## src/rtl/dlx_pkg.sv

```systemverilog
// Shared types and constants for the DLX multi-cycle sequencer:
// opcodes, sequencer states, PC update commands and the decoded-instruction record.
package dlx_pkg;

  localparam logic [5:0] OP_RTYPE    = 6'h00;
  localparam logic [5:0] OP_J        = 6'h02;
  localparam logic [5:0] OP_JAL      = 6'h03;
  localparam logic [5:0] OP_BEQZ     = 6'h04;
  localparam logic [5:0] OP_BNEZ     = 6'h05;
  localparam logic [5:0] OP_JR       = 6'h12;
  localparam logic [5:0] OP_JALR     = 6'h13;
  localparam logic [5:0] OP_LOAD_LO  = 6'h20;
  localparam logic [5:0] OP_LOAD_HI  = 6'h25;
  localparam logic [5:0] OP_STORE_LO = 6'h28;
  localparam logic [5:0] OP_STORE_HI = 6'h2B;

  typedef enum logic [1:0] {
    PC_INC = 2'b00,
    PC_REL = 2'b01,
    PC_ABS = 2'b11
  } pc_cmd_t;

  typedef enum logic [2:0] {
    ST_FETCH,
    ST_DECODE,
    ST_EXEC,
    ST_MEM,
    ST_COMMIT,
    ST_TRAP
  } seq_state_t;

  typedef enum logic [3:0] {
    CLS_ALU_R,
    CLS_ALU_I,
    CLS_J,
    CLS_JAL,
    CLS_BEQZ,
    CLS_BNEZ,
    CLS_JR,
    CLS_JALR,
    CLS_LOAD,
    CLS_STORE
  } instr_class_t;

  typedef struct packed {
    instr_class_t cls;
    logic         is_branch;
    logic         is_jump;
    logic         is_reg_jump;
    logic         is_load;
    logic         is_store;
    logic         writes_rf;
    logic         links;
    logic         illegal;
  } dec_t;

  // Standard DLX immediate ALU opcodes: ADDI..LHI and SLLI..SGEI.
  function automatic logic is_alu_imm(input logic [5:0] op);
    return ((op >= 6'h08) && (op <= 6'h0F)) || ((op >= 6'h14) && (op <= 6'h1D));
  endfunction

  function automatic logic [31:0] sext16(input logic [15:0] v);
    return {{16{v[15]}}, v};
  endfunction

  function automatic logic [31:0] sext26(input logic [25:0] v);
    return {{6{v[25]}}, v};
  endfunction

endpackage

```

## src/rtl/dlx_opdecode.sv

```systemverilog
// Combinational opcode classifier: maps IR[31:26] to an instruction class and control flags.
module dlx_opdecode
  import dlx_pkg::*;
(
  input  logic [5:0] opcode,
  output dec_t       dec
);

  always_comb begin
    dec     = '0;
    dec.cls = CLS_ALU_I;
    unique case (opcode)
      OP_RTYPE: begin
        dec.cls       = CLS_ALU_R;
        dec.writes_rf = 1'b1;
      end
      OP_J: begin
        dec.cls     = CLS_J;
        dec.is_jump = 1'b1;
      end
      OP_JAL: begin
        dec.cls       = CLS_JAL;
        dec.is_jump   = 1'b1;
        dec.writes_rf = 1'b1;
        dec.links     = 1'b1;
      end
      OP_BEQZ: begin
        dec.cls       = CLS_BEQZ;
        dec.is_branch = 1'b1;
      end
      OP_BNEZ: begin
        dec.cls       = CLS_BNEZ;
        dec.is_branch = 1'b1;
      end
      OP_JR: begin
        dec.cls         = CLS_JR;
        dec.is_reg_jump = 1'b1;
      end
      OP_JALR: begin
        dec.cls         = CLS_JALR;
        dec.is_reg_jump = 1'b1;
        dec.writes_rf   = 1'b1;
        dec.links       = 1'b1;
      end
      default: begin
        if ((opcode >= OP_LOAD_LO) && (opcode <= OP_LOAD_HI)) begin
          dec.cls       = CLS_LOAD;
          dec.is_load   = 1'b1;
          dec.writes_rf = 1'b1;
        end else if ((opcode >= OP_STORE_LO) && (opcode <= OP_STORE_HI)) begin
          dec.cls      = CLS_STORE;
          dec.is_store = 1'b1;
        end else if (is_alu_imm(opcode)) begin
          dec.writes_rf = 1'b1;
        end else begin
          // Unknown opcode: flagged only; the sequencer decides whether it traps or runs as I-type ALU.
          dec.illegal = 1'b1;
        end
      end
    endcase
  end

endmodule

```

## src/rtl/dlx_seq_ctrl.sv

```systemverilog
// Multi-cycle DLX control sequencer: FETCH -> DECODE -> EXEC -> {MEM} -> COMMIT.
// Optional macro DLX_SEQ_TRAP_EN: unknown opcodes enter a terminal TRAP state and a trap port is added.
module dlx_seq_ctrl
  import dlx_pkg::*;
#(
  parameter int unsigned RETIRE_W     = 32,
  parameter int unsigned IMEM_TIMEOUT = 0
) (
  input  logic                clk,
  input  logic                reset,
  output logic                i_req,
  input  logic                i_valid,
  input  logic [31:0]         i_rdata,
  input  logic [31:0]         rs1_val,
  output logic                d_req,
  output logic                d_we,
  input  logic                d_ack,
  output logic                rf_we,
  output logic                rf_link,
  output logic                IF,
  output logic [1:0]          pc_cmd,
  output logic [31:0]         pc_v,
  output logic [RETIRE_W-1:0] retired,
  output logic                fetch_err
`ifdef DLX_SEQ_TRAP_EN
  ,
  output logic                trap
`endif
);

  seq_state_t state_q, state_d;
  logic       run_q;
  logic [31:0] ir_q;
  dec_t       dec, dec_q;
  logic [31:0] imm16_q, imm26_q;
  pc_cmd_t    cmd_q, cmd_d;
  logic [31:0] pcv_q, pcv_d;
  logic       taken;
  logic [31:0] tmo_q;

  dlx_opdecode u_dec (
    .opcode (ir_q[31:26]),
    .dec    (dec)
  );

  // run_q keeps i_req low through the first cycle after reset release.
  assign i_req   = run_q && (state_q == ST_FETCH);
  assign d_req   = (state_q == ST_MEM);
  assign d_we    = d_req && dec_q.is_store;
  assign IF      = (state_q == ST_COMMIT);
  assign rf_we   = IF && (dec_q.writes_rf || dec_q.illegal);
  assign rf_link = IF && dec_q.links;
  assign pc_cmd  = IF ? cmd_q : PC_INC;
  assign pc_v    = IF ? pcv_q : '0;

`ifdef DLX_SEQ_TRAP_EN
  assign trap = (state_q == ST_TRAP);
`endif

  always_comb begin
    state_d = state_q;
    unique case (state_q)
      ST_FETCH:  if (i_req && i_valid) state_d = ST_DECODE;
      ST_DECODE: begin
        state_d = ST_EXEC;
`ifdef DLX_SEQ_TRAP_EN
        if (dec.illegal) state_d = ST_TRAP;
`endif
      end
      ST_EXEC:   state_d = (dec_q.is_load || dec_q.is_store) ? ST_MEM : ST_COMMIT;
      ST_MEM:    if (d_ack) state_d = ST_COMMIT;
      ST_COMMIT: state_d = ST_FETCH;
      ST_TRAP:   state_d = ST_TRAP;
      default:   state_d = ST_FETCH;
    endcase
  end

  // BNEZ inverts the zero test; DLX targets are relative to PC+4.
  always_comb begin
    taken = dec_q.is_branch && ((rs1_val == '0) ^ (dec_q.cls == CLS_BNEZ));
    cmd_d = PC_INC;
    pcv_d = '0;
    if (dec_q.is_reg_jump) begin
      cmd_d = PC_ABS;
      pcv_d = rs1_val;
    end else if (dec_q.is_jump) begin
      cmd_d = PC_REL;
      pcv_d = imm26_q + 32'd4;
    end else if (taken) begin
      cmd_d = PC_REL;
      pcv_d = imm16_q + 32'd4;
    end
  end

  always_ff @(posedge clk or posedge reset) begin
    if (reset) begin
      state_q <= ST_FETCH;
      run_q   <= 1'b0;
      ir_q    <= '0;
      dec_q   <= '0;
      imm16_q <= '0;
      imm26_q <= '0;
      cmd_q   <= PC_INC;
      pcv_q   <= '0;
      retired <= '0;
    end else begin
      state_q <= state_d;
      run_q   <= 1'b1;
      if (i_req && i_valid) ir_q <= i_rdata;
      if (state_q == ST_DECODE) begin
        dec_q   <= dec;
        imm16_q <= sext16(ir_q[15:0]);
        imm26_q <= sext26(ir_q[25:0]);
      end
      if (state_q == ST_EXEC) begin
        cmd_q <= cmd_d;
        pcv_q <= pcv_d;
      end
      if (state_q == ST_COMMIT) retired <= retired + RETIRE_W'(1);
    end
  end

  always_ff @(posedge clk or posedge reset) begin
    if (reset) begin
      tmo_q     <= '0;
      fetch_err <= 1'b0;
    end else if (i_req && !i_valid) begin
      if (tmo_q != '1) tmo_q <= tmo_q + 32'd1;
      if ((IMEM_TIMEOUT != 0) && ((tmo_q + 32'd1) >= 32'(IMEM_TIMEOUT))) fetch_err <= 1'b1;
    end else begin
      tmo_q <= '0;
    end
  end

endmodule

```

## config.mk

```make
export PLATFORM = sky130hd
export DESIGN_NAME = dlx_seq_ctrl
export DESIGN_NICKNAME = d
export VERILOG_FILES = /design/src/rtl/dlx_pkg.sv /design/src/rtl/dlx_opdecode.sv /design/src/rtl/dlx_seq_ctrl.sv
export SDC_FILE = /design/constraint.sdc
export NUM_CORES = 1
export LEC_CHECK = 0
export BUFFER_PORTS_ARGS = -buffer_cell sky130_fd_sc_hd__buf_4
export CAP_MARGIN = 20
export CORE_ASPECT_RATIO = 0.8
export CORE_MARGIN = 1
export CORE_UTILIZATION = 55
export CTS_BUF_LIST = sky130_fd_sc_hd__clkbuf_4 sky130_fd_sc_hd__clkbuf_8 sky130_fd_sc_hd__clkbuf_16
export DETAILED_ROUTE_END_ITERATION = 10
export HOLD_SLACK_MARGIN = 0.06
export PLACE_DENSITY = 0.8
export SYNTH_ARGS = -nofsm -noshare
export SYNTH_HDL_FRONTEND = slang
export SYNTH_SLANG_ARGS = --single-unit
export TNS_END_PERCENT = 1
```

## constraint.sdc

```tcl
create_clock -name clk -period 5.4 [get_ports clk]
set_input_delay 0 -clock clk [delete_from_list [all_inputs] [get_ports clk]]
set_output_delay 0 -clock clk [all_outputs]
set_load 0.05 [all_outputs]
```

== After elaboration in Yosys (flattened, before gate mapping) ==
Index checks and enable logic that the tools add are counted.

* Add/sub/neg operators: 3
* $lt $le $gt $ge: 8
* Equal/unequal tests: 14
* Multiplexer cells: 31
* Bitwise gates (word level): 1
* Reductions and logical operators: 24

{| class="wikitable"
|+ Operators by type and width
! cell !! count
|-
| two-way mux 32 bit || 4
|-
| adder 32 x 1 -> 32 bit, second input constant || 1
|-
| zero test 32 bit || 1
|-
| case mux 4 bit (7 select lines) || 1
|-
| adder 26 x 4 -> 27 bit, second input constant || 1
|-
| adder 16 x 4 -> 17 bit, second input constant || 1
|-
| two-way mux 1 bit || 16
|-
| case mux 3 bit (5 select lines) || 1
|-
| equality test 6 x 2 -> 1 bit, second input constant || 2
|-
| equality test 6 x 3 -> 1 bit, second input constant || 2
|-
| equality test 6 x 5 -> 1 bit, second input constant || 2
|-
| >= comparator 6 bit, second input constant || 2
|-
| <= comparator 6 bit, second input constant || 2
|-
| logical AND 1 bit || 10
|-
| two-way mux 3 bit || 3
|-
| two-way mux 4 bit || 2
|-
| OR reduction 2 bit || 4
|-
| OR reduction 7 bit || 1
|-
| equality test 3 x 2 -> 1 bit, second input constant || 2
|-
| equality test 3 bit, second input constant || 2
|-
| >= comparator 6 x 4 -> 1 bit, second input constant || 1
|-
| >= comparator 6 x 5 -> 1 bit, second input constant || 1
|-
| <= comparator 6 x 4 -> 1 bit, second input constant || 1
|-
| <= comparator 6 x 5 -> 1 bit, second input constant || 1
|-
| 12 further kinds || 17
|}

* Bits in registers: 156
* Input port bits: 68
* Output and inout bits: 73

== Logic depth before layout (Yosys ltp) ==
* Depth in word-level cells: 7
* Depth in mapped cells: 7
* Depth with buffers taken out: 6

== Hierarchy ==
Synthesis repeated with hierarchy kept, for this count alone.

* Cells, all modules: 643
* Area, all modules: 6,937.9 um^2

{| class="wikitable"
|+ Modules (own cells, without submodules)
! module !! instances !! cells an instance !! area an instance (um^2) !! seq. area each (um^2)
|-
| dlx_seq_ctrl || 1 || 602 || 6,696.4 || 3,503.4
|-
| dlx_opdecode || 1 || 41 || 241.5 || 0.0
|}

== Worst setup path after synthesis ==
OpenSTA, ideal clock, no wires.

* Path kind: reg2reg
* Start point: register state_q[0]
* End point: register ir_q[10]
* Arrival time: 3.300 ns
* Data required time: 5.275 ns
* Path slack: 1.975 ns
* Cell stages (with the launch flop): 6
* Buffers on the path: 2
* Clock period less this slack: 3.425 ns
* Cell sequence: dfrtp_1 -> buf_2 -> nor4b_1 -> nand2_1 -> buf_1 -> mux2_2

* Longest elaborated chain between the ends: 3

{| class="wikitable"
|+ Ends and longest elaborated chain
! what !! line !! source
|-
| from (decl) || dlx_seq_ctrl.sv:31 || <nowiki>seq_state_t state_q, state_d;</nowiki>
|-
| from (signal assigned) || dlx_seq_ctrl.sv:107 || <nowiki>state_q <= state_d;</nowiki>
|-
| zero test 3 bit || dlx_seq_ctrl.sv:47 || <nowiki>assign i_req = run_q && (state_q == ST_FETCH);</nowiki>
|-
| logical AND 1 bit || dlx_seq_ctrl.sv:47 ||
|-
| via i_req || dlx_seq_ctrl.sv:11 || <nowiki>output logic i_req,</nowiki>
|-
| logical AND 1 bit || dlx_seq_ctrl.sv:109 || <nowiki>if (i_req && i_valid) ir_q <= i_rdata;</nowiki>
|-
| to (signal assigned) || dlx_seq_ctrl.sv:109 ||
|-
| to (decl) || dlx_seq_ctrl.sv:33 || <nowiki>logic [31:0] ir_q;</nowiki>
|}

The timed path passes the listed nets, and every way through them passes these cells.
A chain may end at the register's enable or synchronous reset.

== Final worst setup path ==
* Start point: register state_q[0]
* End point: register dec_q[2] in the netlist's numbering

* Longest elaborated chain between the ends: 1

{| class="wikitable"
|+ Ends and longest elaborated chain
! what !! line !! source
|-
| equality test 3 x 1 -> 1 bit || dlx_seq_ctrl.sv:110 || <nowiki>if (state_q == ST_DECODE) begin</nowiki>
|-
| to (signal assigned) || dlx_seq_ctrl.sv:100 || <nowiki>dec_q <= '0;</nowiki>
|-
| to (signal assigned) || dlx_seq_ctrl.sv:111 || <nowiki>dec_q <= dec;</nowiki>
|-
| to (decl) || dlx_seq_ctrl.sv:34 || <nowiki>dec_t dec, dec_q;</nowiki>
|}

Every way passes these cells.

==> flow_metrics.py <==
metrics = {
    "worst_setup_path": {
        "path_max_fanout": 31,
        "cp.required_ps": 5730,
        "arrival_ps": 2780,
        "path_class": "reg2reg",
        "setup.worst_path.start_class": "flip-flop",
        "worstSetupEndpointType": "flip-flop",
    },
    "grt": {
        "antenna_found_initial": 0,
        "grt.total_usage_pct": 29.3,
        "grt_overflow_total": 0,
        "grt_max_degree": 72,
        "grt_pass1_vias": 5981,
        "grt_first_pass_wirelength_um": 29800,
    },
    "place": {
        "dp_hpwl_um": 12100,
        "dpl_worst_slack_ps": 2990,
        "dp.cells": 985,
        "postPlaceCellArea_mm2": 0.00811,
        "port_buffers": 139,
        "routabilityCongestion": 0.869,
    },
    "timing": {
        "period_share_pct": 45.5,
        "max_freq_mhz": 407,
        "maxSlewHeadroom_pct": 30.5,
        "setup_slack_ps": 2940,
        "skew_ps": 9.83,
        "fin_hold_ws_ps": 127,
        "rsz0062_at_grt": "false",
        "slew_violations": 0,
        "fin_crit_ps": 2460,
        "setup_violations": 0,
        "fin_tns_setup_ps": 0,
        "hold_viol_final": 0,
        "worstMarginPinSlew_ps": 1040,
    },
    "drt": {
        "viasPerCell": 5.79,
        "vias": 6262,
        "dr.pass1.iters": 5,
        "routed_wl_um": 18500,
        "drt-initial-drc-count": 318,
        "post_drt_wl_per_cell_um": 17.1,
        "post-route-drc-count": 0,
        "antenna_left": 0,
    },
    "synth": {
        "ys_ff_latch": 140,
        "seq_area_frac_synth_pct": 50.3,
        "synth_top_area_share_pct": 50.3,
        "syn_area_per_cell_um2": 9.82,
        "ys_top_cells_by_area": "dfrtp_1 50%, nand2_1 6.3%, mux2_2 5.3%",
        "synth-edff-count": 0,
        "synth_largest_area_cell": "dfrtp_1",
        "netlist_area_mm2": 0.00696,
        "netlist_instances": 709,
        "synth-async-reset-ratio_pct": 100,
        "synth_cell_type_count": 61,
        "syn_nets": 779,
        "ys.warnings.count": 1,
        "synth-main-ff-cell": "dfrtp_1",
    },
    "finish": {
        "diodes": 0,
        "area_delta_synth_final_pct": 35.3,
        "design_area_mm2": 0.00943,
        "fin_nets": 968,
        "fin_util_pct": 76.9,
        "fin_cells": 1082,
        "drive_gt1_share_pct": 25.0,
    },
    "pwr": {
        "leakagePower_nw": 4.22,
        "vdd_drop_max_uv": 358,
        "powerDensity_mw_per_mm2": 498,
        "power.total_mw": 4.70,
    },
    "floorplanning": {
        "die_w_um": 128,
        "rows": 36,
        "dieArea_mm2": 0.0131,
        "core_area_mm2": 0.0123,
        "die_h_um": 103,
        "start_util_pct": 56.8,
        "io_pins": 141,
    },
    "job": {
        "drv_cap": 0,
    },
    "clock_tree": {
        "cts.path.max_buffers": 2,
        "cts_made_buffers": 17,
        "cts.clk_slew.worst_paths_ps": 60,
        "cts_sinks": 140,
        "postCtsSetupBuffers": 0,
        "root_buffer": "clkbuf_16",
        "cts.htree.levels": 4,
        "clock_latency_ps": 420,
        "cts_tree": "built",
        "cts_resized": 0,
    },
    "min_path": {
        "hold_class": "in2reg",
    },
    "run_status": {
        "status": "complete, no violations",
    },
}
area by class of cell:
| type | instances | area (um2) |
|---|---|---|
| Sequential cell | 140 | 3500 |
| Multi-Input combinational cell | 515 | 3240 |
| Fill cell | 777 | 2830 |
| Timing Repair Buffer | 210 | 1740 |
| Clock buffer | 24 | 515 |
| Tap cell | 171 | 214 |
| Clock inverter | 8 | 153 |
| Inverter | 14 | 57.6 |
final timing paths:
| kind | from | depth (start not counted) | endpoint | slack (ps) |
|---|---|---|---|---|
| min in group asynchronous | reset | 3 | retired[22] | 220 |
| min reg2reg | ir_q[25] | 2 | imm26_q[25] | 470 |
| max | state_q[0] | 5 | dec_q[2] | 2940 |
| max in group asynchronous | reset | 4 | pcv_q[22] | 3830 |
| max reg2reg | state_q[0] | 5 | dec_q[2] | 2940 |
| min | rs1_val[17] | 4 | pcv_q[17] | 130 |
cells in the final DEF, fill, tap and decap left out, types with 11 or more instances in the layout:
master / instances
a31oi_1: 17
a21oi_1: 20
buf_4: 145
nand4_1: 14
xnor2_1: 30
nor3_1: 13
dfrtp_1: 140
or3_1: 19
and2_1: 38
nand3_1: 22
clkbuf_16: 17
nand2_1: 116
inv_1: 12
o21ai_0: 50
dlygate4sd3_1: 65
nor2_1: 25
xor2_1: 11
mux2_2: 33
cell usage after synthesis (6+ instances only):
| master | number |
|---|---|
| a21oi_1 | 20 |
| a31oi_1 | 17 |
| and2_1 | 38 |
| and3_1 | 10 |
| and4_1 | 6 |
| clkbuf_1 | 28 |
| dfrtp_1 | 140 |
| inv_1 | 13 |
| mux2_2 | 33 |
| nand2_1 | 116 |
| nand3_1 | 22 |
| nand4_1 | 14 |
| nor2_1 | 25 |
| nor3_1 | 13 |
| nor4_1 | 10 |
| nor4_2 | 6 |
| o21ai_0 | 50 |
| o21ai_1 | 7 |
| o31a_1 | 6 |
| or3_1 | 19 |
| xnor2_1 | 30 |
| xor2_1 | 11 |
sequential cells by signal (all words and copies together) (netlist names):
name,cells
cmd_q,2
dec_q,12
imm16_q,15
imm26_q,11
ir_q,32
pcv_q,32
retired,32
run_q,1
state_q,3
timing repair:
action	4_1_cts	5_1_grt
endpoints found under the setup margin	0	0
hold buffers	65	0
endpoints found under the hold margin	134	0
worst max-delay path, cell delays in order (launching register included):
cell,delay [ps]
dfrtp_1,570
inv_2,120
or3_1,760
a41oi_1,480
nand2_1,160
o31ai_1,260
kinds of logic after synthesis:
kind of cell	synth area share, %
XOR/XNOR	5.16
adder cells (fa/ha/maj)	0.359
buffers and inverters	3.31
AO/OA/AOI/OAI	12.4
flip-flops	50.3
AND/OR/NAND/NOR	22.8
multiplexers	5.64
other	0.108
power by group:
| group | leakage [nW] | total, mW | switching, mW | internal [mW] |
|---|---|---|---|---|
| logic | 2.12 | 1.54 | 0.918 | 0.622 |
| registers | 1.77 | 1.86 | 0.421 | 1.44 |
| clock network | 0.323 | 1.29 | 0.439 | 0.855 |
per-layer routing:
layer | wire (um) | global-route usage [%]
met1 | 8110 | 38.7
met2 | 8920 | 48.2
met3 | 1070 | 5.45
met4 | 451 | 12.6
met5 | 0 | 0
(Power assumes the default switching activity.)
